`src/rtl/pc_gen_unit.sv`:
```
// Program-counter generator for instruction fetch: boot/run/halt control,
// sequential advance on accepted fetches, and exception/branch redirection.
module pc_gen_unit #(
    parameter int                ADDR_W     = 32,
    parameter int                INST_BYTES = 4,
    parameter logic [ADDR_W-1:0] RESET_VEC  = ADDR_W'(0)
) (
    input  logic              clk,
    input  logic              rst,
    output logic [ADDR_W-1:0] pc,
    output logic              pc_vld,
    input  logic              pc_rdy,
    input  logic              redir_vld,
    input  logic [ADDR_W-1:0] redir_pc,
    input  logic              exc_vld,
    input  logic [ADDR_W-1:0] exc_pc,
    input  logic              halt_req,
    output logic              halted,
    output logic [31:0]       fire_cnt
);

    typedef enum logic [1:0] {
        ST_BOOT = 2'd0,
        ST_RUN  = 2'd1,
        ST_HALT = 2'd2
    } state_e;

    localparam logic [ADDR_W-1:0] PC_STEP    = ADDR_W'(INST_BYTES);
    localparam logic [ADDR_W-1:0] ALIGN_MASK = ~(PC_STEP - ADDR_W'(1));

    // Redirect targets are forced onto an instruction boundary.
    function automatic logic [ADDR_W-1:0] align_addr(input logic [ADDR_W-1:0] addr);
        return addr & ALIGN_MASK;
    endfunction

    state_e            state_q, state_d;
    logic [ADDR_W-1:0] pc_q, pc_d;
    logic              pc_vld_q, pc_vld_d;
    logic              halted_q, halted_d;
    logic [31:0]       fire_cnt_q, fire_cnt_d;

    logic              fire_s;
    logic              redir_any_s;
    logic [ADDR_W-1:0] redir_tgt_s;

    // Next-state, next-pc and fire counter computation.
    always_comb begin
        state_d     = state_q;
        pc_d        = pc_q;
        fire_cnt_d  = fire_cnt_q;
        fire_s      = pc_vld_q && pc_rdy;
        redir_any_s = exc_vld || redir_vld;
        if (exc_vld) begin
            redir_tgt_s = align_addr(exc_pc);
        end else begin
            redir_tgt_s = align_addr(redir_pc);
        end

        case (state_q)
            ST_BOOT: begin
                state_d = ST_RUN;
                pc_d    = RESET_VEC;
            end
            ST_RUN: begin
                // Redirects win over halt; an unfired address is simply replaced.
                if (redir_any_s) begin
                    pc_d = redir_tgt_s;
                end else if (halt_req) begin
                    state_d = ST_HALT;
                end else if (fire_s) begin
                    pc_d = pc_q + PC_STEP;
                end else begin
                    pc_d = pc_q;
                end
            end
            ST_HALT: begin
                if (redir_any_s) begin
                    state_d = ST_RUN;
                    pc_d    = redir_tgt_s;
                end else begin
                    state_d = ST_HALT;
                end
            end
            default: begin
                state_d = ST_BOOT;
                pc_d    = RESET_VEC;
            end
        endcase

        if (fire_s) begin
            fire_cnt_d = fire_cnt_q + 32'd1;
        end else begin
            fire_cnt_d = fire_cnt_q;
        end

        pc_vld_d = (state_d == ST_RUN);
        halted_d = (state_d == ST_HALT);
    end

    // State and output registers with synchronous reset.
    always_ff @(posedge clk) begin
        if (rst) begin
            state_q    <= ST_BOOT;
            pc_q       <= RESET_VEC;
            pc_vld_q   <= 1'b0;
            halted_q   <= 1'b0;
            fire_cnt_q <= 32'd0;
        end else begin
            state_q    <= state_d;
            pc_q       <= pc_d;
            pc_vld_q   <= pc_vld_d;
            halted_q   <= halted_d;
            fire_cnt_q <= fire_cnt_d;
        end
    end

    assign pc       = pc_q;
    assign pc_vld   = pc_vld_q;
    assign halted   = halted_q;
    assign fire_cnt = fire_cnt_q;

endmodule

```
`config.mk`:
```
export PLATFORM = sky130hd
export DESIGN_NAME = pc_gen_unit
export DESIGN_NICKNAME = d
export VERILOG_FILES = /design/src/rtl/pc_gen_unit.sv
export SDC_FILE = /design/constraint.sdc
export NUM_CORES = 1
export LEC_CHECK = 0
export BUFFER_PORTS_ARGS = -buffer_cell sky130_fd_sc_hd__buf_4
export CAP_MARGIN = 10
export CORE_MARGIN = 4
export CORE_UTILIZATION = 24
export DETAILED_ROUTE_END_ITERATION = 10
export PLACE_DENSITY = 0.44
export SLEW_MARGIN = 20
export SYNTH_ARGS = -nofsm -noshare
export SYNTH_HDL_FRONTEND = slang
export SYNTH_SLANG_ARGS = --single-unit
```
`constraint.sdc`:
```
create_clock -name clk -period 2.75 [get_ports clk]
set_input_delay 0.55 -clock clk [delete_from_list [all_inputs] [get_ports clk]]
set_output_delay 0.55 -clock clk [all_outputs]
set_load 0.03 [all_outputs]
```
# [Word level (Yosys, flattened, before mapping)]
# Index checks and enable logic that the tools add are counted.
[word_totals] elab_cells=28 regBits=68 output_inout_bits=66 inputBits=70
[op_classes] n_mux=10 n_eq_ne=7 n_reduce_logical=4 addsub=2
[ops] op="32-bit 2-to-1 mux" n=5
[ops] op="32-bit case mux with 2 select lines" n=1
[ops] op="32-bit by 1-bit adder with 32-bit output (second input constant)" n=1
[ops] op="32-bit by 3-bit adder with 32-bit output (second input constant)" n=1
[ops] op="2-bit 2-to-1 mux" n=3
[ops] op="3-bit != test (second input constant)" n=2
[ops] op="2-bit case mux with 3 select lines" n=1
[ops] op="2-bit by 1-bit equality test with 1-bit output (second input constant)" n=2
[ops] op="2-bit equality test (second input constant)" n=2
[ops] op="3-bit AND reduction" n=1
[ops] op="2-bit logical NOT" n=1
[ops] op="2-bit != test (second input constant)" n=1
[ops] op="1-bit logical AND" n=1
[ops] op="1-bit logical OR" n=1

# [Logic depth before layout (Yosys ltp)]
[logic_depth] word_depth=5 ltp_mapped=9 ltp_nobuf=7

# [Worst setup path before layout]
# OpenSTA, ideal clock, no wires.
[synth_timing] path_type="register to register" start="reg state_q[0]" end="reg pc_q[20], in the netlist pc[20]" arrival_ns=2.048 setup_slack_ns=0.640 required_time_ns=2.687 setup_ns=0.063 path_buffers=2 synth_period_minus_slack_ns=2.110 stages_incl_launch_ff=9 path_cell_list="dfxtp_1 -> inv_1 -> ha_1 -> clkbuf_1 -> nor4bb_1 -> buf_2 -> o211ai_2 -> or4_1 -> nand3_1"
[synth_between] elab_chain_cells=3 elab_cells_between_ends=7 cone_classes="eq/ne: 5; mux: 1; reduce/logical: 1"
[synth_lines] item="start: declaration" line="36" source="state_e state_q, state_d;"
[synth_lines] item="start signal: assignment" line="109" source="state_q <= state_d;"
[synth_lines] item="2-bit by 1-bit equality test with 1-bit output / 2-bit equality test (equally long branches)" line="59" source="case (state_q)"
[synth_lines] item="3-bit != test (no line) / 2-bit != test (equally long branches)"
[synth_lines] item="3-bit AND reduction (no line)"
[synth_lines] item="end signal: assignment" line="110" source="pc_q <= pc_d;"
[synth_lines] item="end: declaration" line="37" source="logic [ADDR_W-1:0] pc_q, pc_d;"
# Parallel ways exist; a longest one is shown, timed or not.
# A chain may end at the register's enable or synchronous reset.

# [Worst setup path after layout]
[layout_timing] start="reg state_q[0]" end="reg pc_q[30], in the netlist pc[30]"
# Same word-level chain as after synthesis.

==> results.json <==
{
  "start_util_pct": 24.5,
  "clockRootBuffer": "clkbuf_16",
  "htreeDepth": 3,
  "crit_start": "state_q[0]",
  "cts_tree": "done",
  "synth_edf_count": 0,
  "grt_max_degree": 36,
  "synth-seq-cells": 66,
  "fin_crit_sh_pct": 83.1,
  "syn_area_um2": 4040,
  "drt_iter0_markers": 278,
  "maxSlewViolCount": 0,
  "status": "finished, final reports clean",
  "worst_slew_pin_slew_ns": 0.768,
  "async_flop_share_pct": 0,
  "die_x_um": 138,
  "wl_mm": 14.3,
  "hold_violations": 0,
  "netlist.area_leader.share_pct": 32.7,
  "first_pass_iters": 5,
  "yosysMostFrequentCell": "dfxtp_1",
  "yosysWarnings": 0,
  "synth_seq_area_share_pct": 32.7,
  "rsz0062_at_grt": "false",
  "synth.avg_cell_area_um2": 8.04,
  "cpPeakStageDelay_ns": 0.47,
  "critical_path_class": "reg -> reg",
  "crit_fanout": 8,
  "die_h_um": 138,
  "drc": 0,
  "yosys-top-cells-count": "66 x dfxtp_1, 55 x nor2_1, 37 x nand2_1, 32 x nand3_1, 25 x a21oi_1",
  "start_kind": "register",
  "numPortBuffers": 129,
  "required_ns": 3.00,
  "p_total_mw": 2.49,
  "num_vias": 4373,
  "holdWs_ns": 0.484,
  "grt_pass1_vias": 4238,
  "hold_path.class": "reg -> reg",
  "nets": 711,
  "finalSetupTns_ns": 0,
  "cpMostUsedCell": "inv_1",
  "routabilityCongestion": 0.819,
  "cts_made_buffers": 9,
  "slew_headroom_pct": 48.7,
  "post_cts_resized": 0,
  "hold_buffers": 0,
  "io_pins": 136,
  "num_rows": 47,
  "grt_remaining_overflow": 0,
  "wl_per_cell_um": 16.6,
  "dpl.hpwl_mm": 10.8,
  "yosysTopAreaCell": "dfxtp_1",
  "ys_top_cells_by_area": "dfxtp_1 33%, mux2i_1 5.4%, nor2_1 5.1%",
  "synthFlopType": "dfxtp_1",
  "cts_sinks": 66,
  "ys_types": 67,
  "die-area_um2": 19000,
  "crit_arrival_ns": 2.54,
  "antenna_found_initial": 0,
  "antennaDiodeCount": 0,
  "insertion_delay_ns": 0.33,
  "hp-start": "fire_cnt[31]",
  "final.min_clock_period_ns": 2.29,
  "setup_viol": 0,
  "cpMaxStageDelayCell": "ha_1",
  "irDropWorstVdd_mv": 0.247,
  "vias_per_cell": 5.09,
  "clkTransAtPathRegs_ns": 0.06,
  "powerDensity_nw_per_um2": 445,
  "core_um2": 16500,
  "postCtsSetupRepairBufs": 0,
  "path_cells": "inv_1 > ha_1 > inv_1 > nor3_1 > a21boi_0 > a22oi_1 > o211ai_1",
  "cts_buffer_depth": 2,
  "detail-route-antenna-nets": 0,
  "r2r-start": "state_q[0]",
  "max_freq_ghz": 0.437,
  "leakage_nw": 2.21,
  "synth_cells": 503,
  "area_delta_synth_final_pct": 38.4,
  "end_kind": "register",
  "skew_ns": 0.00767,
  "drive_above_1_share_pct": 28.2,
  "grtUsageTotal_pct": 15.0,
  "final_core_util_pct": 33.9,
  "max_cap_viol_count": 0,
  "grt_first_pass_wirelength_mm": 22.5
}
==> cell type report <==
class                   count  area [um^2]
fillers                  1729        10900
multi-input cells         397         2560
flip-flops and latches     66         1320
repair buffers            147         1100
well taps                 220          275
clock buffers              12          246
inverters                  14         52.6
clock inverters             3         40.0
==> critical path, delay by kind of cell, from the launching register on <==
| kind | cells | cell delay, ns |
|---|---|---|
| compound gates | 3 | 0.69 |
| flops | 1 | 0.38 |
| simple gates | 1 | 0.42 |
| fa+ha+maj | 1 | 0.47 |
| buf+inv | 2 | 0.25 |
==> power by group <==
part | internal [mW] | leakage [nW] | switching (mW)
Clock | 0.719 | 0.142 | 0.418
Sequential | 0.974 | 0.533 | 0.0256
Combinational | 0.159 | 1.53 | 0.198
Total | 1.85 | 2.21 | 0.642
==> worst paths after layout <==
path                  end  slack (ns)  cells after the start
max                pc[30]        0.46                      7
min          fire_cnt[31]        0.48                      2
max reg2reg        pc[30]        0.46                      7
min reg2reg  fire_cnt[31]        0.48                      2
==> cell families after synthesis <==
kind of cell	after synthesis	share of synthesized area (%)
muxes	29	7.39
other	1	0.0927
DFF	66	32.7
xor gates and xnor gates	30	6.50
adders and majority gates	6	1.86
and+or+nand+nor	222	29.4
AOI/OAI and AO/OA	108	17.9
buffers and inverters	41	4.27
==> state kept, by name, summed over array words and instances, names as in the netlist <==
signal / count
pc: 30
pc_vld: 1
state_q: 2
fire_cnt: 32
halted: 1
==> metal layers <==
layer	wire [um]	track usage, %	part of all wire [%]	up-vias
met5	0	0	0	-
met3	935	3.36	6.5	15
met1	6820	20.7	48	2076
li1	-	-	-	2152
met4	244	6.37	1.7	0
met2	6300	22.6	44	130
==> stage by stage <==
stage,setup WS [ns],instance area (um^2),std cells
after detailed placement,0.440,5310,844
after CTS,0.463,5600,859
after global placement,0.487,5310,844
after floorplan,0.640,4050,504
after global routing,0.223,5600,859
final,0.464,5600,859
==> cell usage in the layout (no fill, tap or decap), types with 5 or more instances in the layout <==
cell type,n
o21ai_0,21
and4_1,8
o22ai_1,6
clkbuf_16,9
nand2_1,37
nor3_1,13
ha_1,6
nand4_1,22
buf_4,147
dfxtp_1,66
a31oi_1,5
mux2i_1,22
nor4_1,14
nor2_1,55
a21oi_1,25
xnor2_1,8
xor2_1,22
a22oi_1,11
nand3_1,32
mux2_2,7
inv_1,14
o32ai_1,6
No activity file was read; power rests on OpenSTA's default activity.
